[src/rtl/difftest_monitor_pkg.sv]
// Shared encodings for the difftest progress monitor: FSM states, result codes,
// fault reasons and the exit word that signals a clean exit.
// No logic, no latency, no flow control.
package difftest_monitor_pkg;

    // FSM state encoding (kept as plain constants for legacy tooling)
    localparam logic [1:0] ST_WARMUP = 2'd0;
    localparam logic [1:0] ST_RUN    = 2'd1;
    localparam logic [1:0] ST_DONE   = 2'd2;
    localparam logic [1:0] ST_FAIL   = 2'd3;

    // simv_result codes seen by the testbench top
    localparam logic [7:0] RESULT_RUNNING  = 8'd0;
    localparam logic [7:0] RESULT_GOODTRAP = 8'd1;
    localparam logic [7:0] RESULT_EXCEED   = 8'd2;
    localparam logic [7:0] RESULT_FAIL     = 8'd3;
    localparam logic [7:0] RESULT_WARMUP   = 8'd4;

    typedef enum logic [1:0] {
        REASON_NONE  = 2'd0,
        REASON_ABORT = 2'd1,
        REASON_STUCK = 2'd2
    } fail_reason_t;

    localparam logic [63:0] EXIT_GOOD = 64'hFFFF_FFFF_FFFF_FFFF;

    // WARMUP and RUN are the only states in which anything advances
    function automatic logic state_is_active(input logic [1:0] st);
        return (st == ST_WARMUP) || (st == ST_RUN);
    endfunction

endpackage

[src/rtl/difftest_core_watch.sv]
// Per-core watcher: decodes the exit word, keeps the sticky good flag and the stuck timer.
// Latency: good/abort are combinational from exit_code; stuck comes from the registered timer.
// Backpressure: none; the core is observed, never stalled.
//
// Ports:
//   clock, reset    clock and asynchronous active-high reset
//   active          monitor is in WARMUP or RUN; state only advances while set
//   step            this core's commit count for the current cycle
//   exit_code       this core's exit word (all-ones good, 0 running, other abort)
//   good            sticky good flag OR a good exit seen this cycle
//   abort           exit word is an abort code this cycle
//   stuck           timer has reached STUCK_LIMIT (never when STUCK_LIMIT is 0)
module difftest_core_watch
    import difftest_monitor_pkg::*;
#(
    parameter int              STEP_WIDTH  = 8,
    parameter int              TIMER_WIDTH = 32,
    parameter longint unsigned STUCK_LIMIT = 5000
) (
    input  logic                  clock,
    input  logic                  reset,
    input  logic                  active,
    input  logic [STEP_WIDTH-1:0] step,
    input  logic [63:0]           exit_code,
    output logic                  good,
    output logic                  abort,
    output logic                  stuck
);

    logic                   good_flag;
    logic [TIMER_WIDTH-1:0] timer;
    logic                   exit_good;
    logic                   exit_running;

    assign exit_good    = (exit_code == EXIT_GOOD);
    assign exit_running = (exit_code == 64'd0);
    assign abort        = !exit_good && !exit_running;
    assign good         = good_flag || exit_good;

    // The timer is zero whenever the good flag is set, so a core that has
    // exited cleanly can sit idle indefinitely without tripping the check.
    assign stuck = (STUCK_LIMIT != 0) && (64'(timer) >= STUCK_LIMIT);

    always_ff @(posedge clock or posedge reset) begin
        if (reset) begin
            good_flag <= 1'b0;
            timer     <= '0;
        end else if (active) begin
            if (exit_good) begin
                good_flag <= 1'b1;
            end
            // Clearing on the exit cycle itself keeps timer at 0 from the
            // same edge that raises good_flag.
            if (good || (step != '0)) begin
                timer <= '0;
            end else if (timer != '1) begin
                timer <= timer + TIMER_WIDTH'(1);
            end
        end
    end

endmodule

[src/rtl/difftest_progress_monitor.sv]
// Multi-core progress/exit monitor: warmup, max-cycle, stuck and exit checks -> simv_result.
// Latency: all outputs registered; a condition seen in cycle N shows up after edge N.
// Backpressure: none; purely observes commit counts and exit words.
//
// Ports:
//   clock, reset    clock and asynchronous active-high reset
//   step            per-core commit counts, core i at [i*STEP_WIDTH +: STEP_WIDTH]
//   exit_code       per-core 64-bit exit words, core i at [i*64 +: 64]
//   simv_result     0 running, 1 goodtrap, 2 exceed, 3 fail, 4 warmup done (one cycle)
//   perf_clean      one-cycle pulse when warmup ends
//   perf_dump       one-cycle pulse on entry to DONE or FAIL
//   fail_core       index of the faulting core (held)
//   fail_reason     0 none, 1 abort, 2 stuck (held)
//   abort_code      exit word of the faulting core (held)
//   cycle_count     active cycles since reset release
//   instr_count     total committed instructions
module difftest_progress_monitor
    import difftest_monitor_pkg::*;
#(
    parameter int              NUM_CORES     = 2,
    parameter int              STEP_WIDTH    = 8,
    parameter int              CNT_WIDTH     = 64,
    parameter int              TIMER_WIDTH   = 32,
    parameter longint unsigned STUCK_LIMIT   = 5000,
    parameter longint unsigned MAX_CYCLES    = 0,
    parameter longint unsigned WARMUP_INSTRS = 0
) (
    input  logic                            clock,
    input  logic                            reset,
    input  logic [NUM_CORES*STEP_WIDTH-1:0] step,
    input  logic [NUM_CORES*64-1:0]         exit_code,
    output logic [7:0]                      simv_result,
    output logic                            perf_clean,
    output logic                            perf_dump,
    output logic [$clog2(NUM_CORES):0]      fail_core,
    output logic [1:0]                      fail_reason,
    output logic [63:0]                     abort_code,
    output logic [CNT_WIDTH-1:0]            cycle_count,
    output logic [CNT_WIDTH-1:0]            instr_count
);

    localparam int IDX_W = $clog2(NUM_CORES) + 1;
    localparam int SUM_W = STEP_WIDTH + $clog2(NUM_CORES) + 1;
    localparam logic [CNT_WIDTH-1:0] WARMUP_LIM = CNT_WIDTH'(WARMUP_INSTRS);
    localparam logic [CNT_WIDTH-1:0] MAX_LIM    = CNT_WIDTH'(MAX_CYCLES);
    localparam logic [1:0] ST_INIT = (WARMUP_INSTRS != 0) ? ST_WARMUP : ST_RUN;

    logic [1:0]           state;
    logic                 active;
    logic [NUM_CORES-1:0] good;
    logic [NUM_CORES-1:0] abort;
    logic [NUM_CORES-1:0] stuck;

    assign active = state_is_active(state);

    for (genvar i = 0; i < NUM_CORES; i++) begin : g_core
        difftest_core_watch #(
            .STEP_WIDTH  (STEP_WIDTH),
            .TIMER_WIDTH (TIMER_WIDTH),
            .STUCK_LIMIT (STUCK_LIMIT)
        ) u_watch (
            .clock     (clock),
            .reset     (reset),
            .active    (active),
            .step      (step[i*STEP_WIDTH +: STEP_WIDTH]),
            .exit_code (exit_code[i*64 +: 64]),
            .good      (good[i]),
            .abort     (abort[i]),
            .stuck     (stuck[i])
        );
    end

    // Step sum and lowest-index selection for each fault class. Scanning from
    // the top index down lets the lowest faulting core overwrite last.
    logic [SUM_W-1:0] step_sum;
    logic [IDX_W-1:0] abort_idx;
    logic [IDX_W-1:0] stuck_idx;
    logic [63:0]      abort_word;
    logic [63:0]      stuck_word;

    always_comb begin
        step_sum   = '0;
        abort_idx  = '0;
        stuck_idx  = '0;
        abort_word = '0;
        stuck_word = '0;
        for (int i = NUM_CORES - 1; i >= 0; i--) begin
            step_sum = step_sum + SUM_W'(step[i*STEP_WIDTH +: STEP_WIDTH]);
            if (abort[i]) begin
                abort_idx  = IDX_W'(i);
                abort_word = exit_code[i*64 +: 64];
            end
            if (stuck[i]) begin
                stuck_idx  = IDX_W'(i);
                stuck_word = exit_code[i*64 +: 64];
            end
        end
    end

    logic                 any_abort;
    logic                 any_stuck;
    logic                 max_hit;
    logic                 all_good;
    logic                 warm_done;
    logic [CNT_WIDTH-1:0] instr_next;

    assign any_abort  = |abort;
    assign any_stuck  = |stuck;
    assign max_hit    = (MAX_CYCLES != 0) && (cycle_count >= MAX_LIM);
    assign all_good   = &good;
    // instr_count lags by a cycle, so the warmup test includes this cycle's steps
    assign instr_next = instr_count + CNT_WIDTH'(step_sum);
    assign warm_done  = (instr_next >= WARMUP_LIM);

    always_ff @(posedge clock or posedge reset) begin
        if (reset) begin
            state       <= ST_INIT;
            simv_result <= RESULT_RUNNING;
            perf_clean  <= 1'b0;
            perf_dump   <= 1'b0;
            fail_core   <= '0;
            fail_reason <= REASON_NONE;
            abort_code  <= '0;
            cycle_count <= '0;
            instr_count <= '0;
        end else begin
            perf_clean <= 1'b0;
            perf_dump  <= 1'b0;
            if (active) begin
                cycle_count <= cycle_count + CNT_WIDTH'(1);
                instr_count <= instr_next;
                // Priority: abort > stuck > max-cycle > all-good > warmup end
                if (any_abort || any_stuck) begin
                    state       <= ST_FAIL;
                    simv_result <= RESULT_FAIL;
                    perf_dump   <= 1'b1;
                    fail_core   <= any_abort ? abort_idx : stuck_idx;
                    fail_reason <= any_abort ? REASON_ABORT : REASON_STUCK;
                    abort_code  <= any_abort ? abort_word : stuck_word;
                end else if (max_hit) begin
                    state       <= ST_DONE;
                    simv_result <= RESULT_EXCEED;
                    perf_dump   <= 1'b1;
                end else if (all_good) begin
                    state       <= ST_DONE;
                    simv_result <= RESULT_GOODTRAP;
                    perf_dump   <= 1'b1;
                end else if ((state == ST_WARMUP) && warm_done) begin
                    state       <= ST_RUN;
                    simv_result <= RESULT_WARMUP;
                    perf_clean  <= 1'b1;
                end else begin
                    simv_result <= RESULT_RUNNING;
                end
            end
        end
    end

endmodule

[config.mk]
export PLATFORM = sky130hd
export DESIGN_NAME = difftest_progress_monitor
export DESIGN_NICKNAME = d
export VERILOG_FILES = /design/src/rtl/difftest_monitor_pkg.sv /design/src/rtl/difftest_core_watch.sv /design/src/rtl/difftest_progress_monitor.sv
export SDC_FILE = /design/constraint.sdc
export NUM_CORES = 1
export LEC_CHECK = 0
export BUFFER_PORTS_ARGS = -buffer_cell sky130_fd_sc_hd__clkbuf_2
export CAP_MARGIN = 10
export CORE_ASPECT_RATIO = 0.9
export CORE_MARGIN = 2
export CORE_UTILIZATION = 30
export CTS_CLUSTER_SIZE = 24
export DETAILED_ROUTE_END_ITERATION = 10
export PLACE_DENSITY_LB_ADDON = 0.25
export SYNTH_ARGS = -nofsm -noshare
export SYNTH_HDL_FRONTEND = slang
export SYNTH_SLANG_ARGS = --single-unit
[constraint.sdc]
create_clock -name clock -period 11.1 [get_ports clock]
set_input_delay 0.555 -clock clock [delete_from_list [all_inputs] [get_ports clock]]
set_output_delay 0.555 -clock clock [all_outputs]
set_load 0.03 [all_outputs]
==> out/summary.txt <==
status: completed
flops & latches, synth: 268
post-synth top area cell: dfrtp_1
global-route usage over all layers: 17.9%
crit path capture type: flip-flop
Iter 0 DRT Violations: 1042
CP top delay family: buffers and inverters
number of synthesized flops with an enable pin: 0
Post-Layout Cell Count: 2333
Worst R2R Path Depth: 8
row count: 73
global-route wire length before repair: 65.9 mm
Crit path top cell by count: buf_4
drt drc: 0
YS warnings: 0
routed via count: 11717
H-tree depth: 1
RSZ-0062 raised after global routing: no
worst reg2reg setup slack: 7310 ps
Leak: 7.83 nW
Critical Path RT: 11540 ps
Mean Syn Cell Area: 9.81 sq um
final cell utilization of the core: 38.1%
clock-pin slew on the worst setup and hold paths: 70 ps
crit path kind: reg2reg
startpoint class of the critical path: flip-flop
Tmin final: 3790 ps
final slew viol count: 0
gpl congestion: 0.957
WL final: 42.7 mm
Multi-input gate area: 0.00645 sq mm
Yosys cell types: 63
Hold Violations, Final: 0
Num CTS Buffers: 31
Synth area leaders: dfrtp_1 49%, xnor2_1 7.1%, nand4_1 4.4%
reg2reg start: g_core[0].u_watch.timer[3]
worst slew pin tran: 935 ps
total die area: 0.0467 sq mm
Num Clock Sinks: 268
core area: 0.0443 sq mm
setup_tns: 0 ps
largest net degree at the start of global routing: 148
crit path max fanout: 74
crit-path cells: or4_1, a211o_1, a211oi_2, nand2_1, o21ai_4, buf_4, buf_4, mux2_2
Yosys top cell area share: 49.5%
post-synth design cell area: 0.0135 sq mm
I/O pins: 352
overall die width: 228 um
cell count after synthesis: 1376
Post-Place Worst Slack: 6700 ps
fillers: 4526
Ant. Diodes: 0
clk buf depth: 3
Post-CTS Setup Inserts: 0
Seq. cell area: 0.00671 sq mm
Port Buffers: 345
DRT antenna net count: 0
CTS root buf: clkbuf_16
CP bufs+invs: 2
DR pass1 iterations: 5
Clk Latency, worst-skew pair: 570 ps
ys async rst share: 100%
Worst path slowest cell: buf_4
final clock skew: 21.2 ps
crit share post-route: 34.2%
CTS resizes: 0
maximum vdd ir drop: 0.114 mV
sequential element share of the synthesized area: 49.7%
initial antenna violation count: 0
die height: 205 um
Via density: 5.02
max-cap violations: 0
dpl hpwl: 32.2 mm
reg2reg end: fail_core[0]
area grow syn2layout: 24.9%
Pwr Total: 2.18 mW
layout net count: 1879
share of cells above drive strength 1: 24.6%
WL/cell: 18.3 um
initial cell density of the core: 30.5%
Main synth FF type: dfrtp_1
Hold-fix buffers, CTS: 0
setup violators final: 0
total grt overflow: 0
hold crit path type: in2async
Pwr Density: 129 mW/mm^2
critical path arrival: 4230 ps
Cells after DPL: 2278
fmax: 0.264 GHz
Rel. slew slack: 37.6%
Max stage delay on crit path: 630 ps
CTS tree: yes
final worst slack: 7310 ps
vias in the first global route: 11435
==> cell usage after synthesis, types with 3 or more instances <==
library cell	n
a22oi_1	65
ha_1	13
and2_1	10
or2_2	5
inv_1	32
o21ai_0	62
nand2_1	144
o21a_1	3
xor2_1	65
clkbuf_1	32
nand2b_1	4
o21ai_1	28
o31ai_1	5
nor2_1	104
nor4_1	71
mux2_2	6
dfrtp_1	267
buf_2	17
and3_1	39
buf_4	7
or3_1	7
xnor2_1	109
a21o_1	6
fa_1	9
a31oi_1	3
or4_1	7
nand4_1	94
and4_1	12
nand3_1	65
a21oi_1	18
nor3_1	26
nor2b_1	4
==> state kept, by name (all words and copies together), names as in the netlist <==
| name | cells |
|---|---|
| abort_code | 64 |
| cycle_count | 64 |
| fail_core | 1 |
| fail_reason | 2 |
| g_core.u_watch.good_flag | 2 |
| g_core.u_watch.timer | 64 |
| instr_count | 64 |
| perf_clean | 1 |
| perf_dump | 1 |
| simv_result | 3 |
| state | 2 |
==> placed cells by master (no fill, tap or decap), types with 6 or more instances in the layout <==
cell type,n
dfrtp_1,267
o21ai_0,62
a22oi_1,65
clkbuf_2,345
fa_1,9
xor2_1,65
a21o_1,6
a21oi_1,18
clkbuf_16,31
or3_1,7
nor4_1,71
nor2_1,104
nand3_1,65
clkbuf_1,7
nand4_1,94
clkbuf_8,7
clkinv_2,7
and2_1,10
ha_1,13
and4_1,12
xnor2_1,109
inv_1,31
o21ai_1,28
conb_1,6
and3_1,39
buf_4,8
or4_1,7
nor3_1,26
mux2_2,6
nand2_1,144
==> where the power goes <==
group          internal, mW  switching [mW]  total [mW]  leakage [nW]
Combinational        0.0536          0.0952       0.149          3.81
Clock                 0.625           0.414        1.04         0.510
Sequential            0.982         0.00669       0.989          3.51
Total                  1.66           0.516        2.18          7.83
==> stage by stage <==
step                hold slack [ps]  area (sq um)
floorplan                       440         13500
global placement                459         15800
detailed placement              464         15800
CTS                             175         16900
global route                    194         16900
finish                          141         16900
==> cell type report <==
| cell class | instances | share of cell area [%] |
|---|---|---|
| multi-input combinational | 1024 | 38.2 |
| inverter | 32 | 0.757 |
| timing repair buffer | 354 | 10.7 |
| tap | 600 | 4.45 |
| clock inverter | 10 | 0.742 |
| clock buffer | 45 | 5.33 |
| sequential | 268 | 39.8 |
==> layer usage <==
| metal | up-vias | routed length [um] | GRT usage, % |
|---|---|---|---|
| met5 | - | 0 | 0 |
| met4 | 0 | 1530 | 6.26 |
| met3 | 93 | 2720 | 4.16 |
| met2 | 335 | 19200 | 28.0 |
| met1 | 5665 | 19300 | 24.4 |
| li1 | 5624 | - | - |
==> cell families after synthesis <==
family                     after synthesis  synth area share, %
DFF                                    268                 49.7
muxes                                    7                0.574
xor gates and xnor gates               174                 11.3
other                                    1               0.0278
and+or+nand+nor                        605                 23.2
AOI/OAI and AO/OA                      210                 9.91
buffers and inverters                   89                 2.83
adders and majority gates               22                 2.54
==> worst max-delay path by stage <==
stage	start	end	slack, ps	cells past startpoint
global placement	exit_code[15]	fail_core[0]	6790	9
detailed placement	exit_code[15]	fail_core[0]	6700	9
global route	exit_code[15]	fail_core[0]	7020	9
floorplan	reset	abort_code[0]	3160	1
finish	g_core[0].u_watch.timer[3]	fail_core[0]	7310	8
CTS	g_core[0].u_watch.timer[3]	fail_core[0]	7250	8
(Power assumes the default switching activity.)
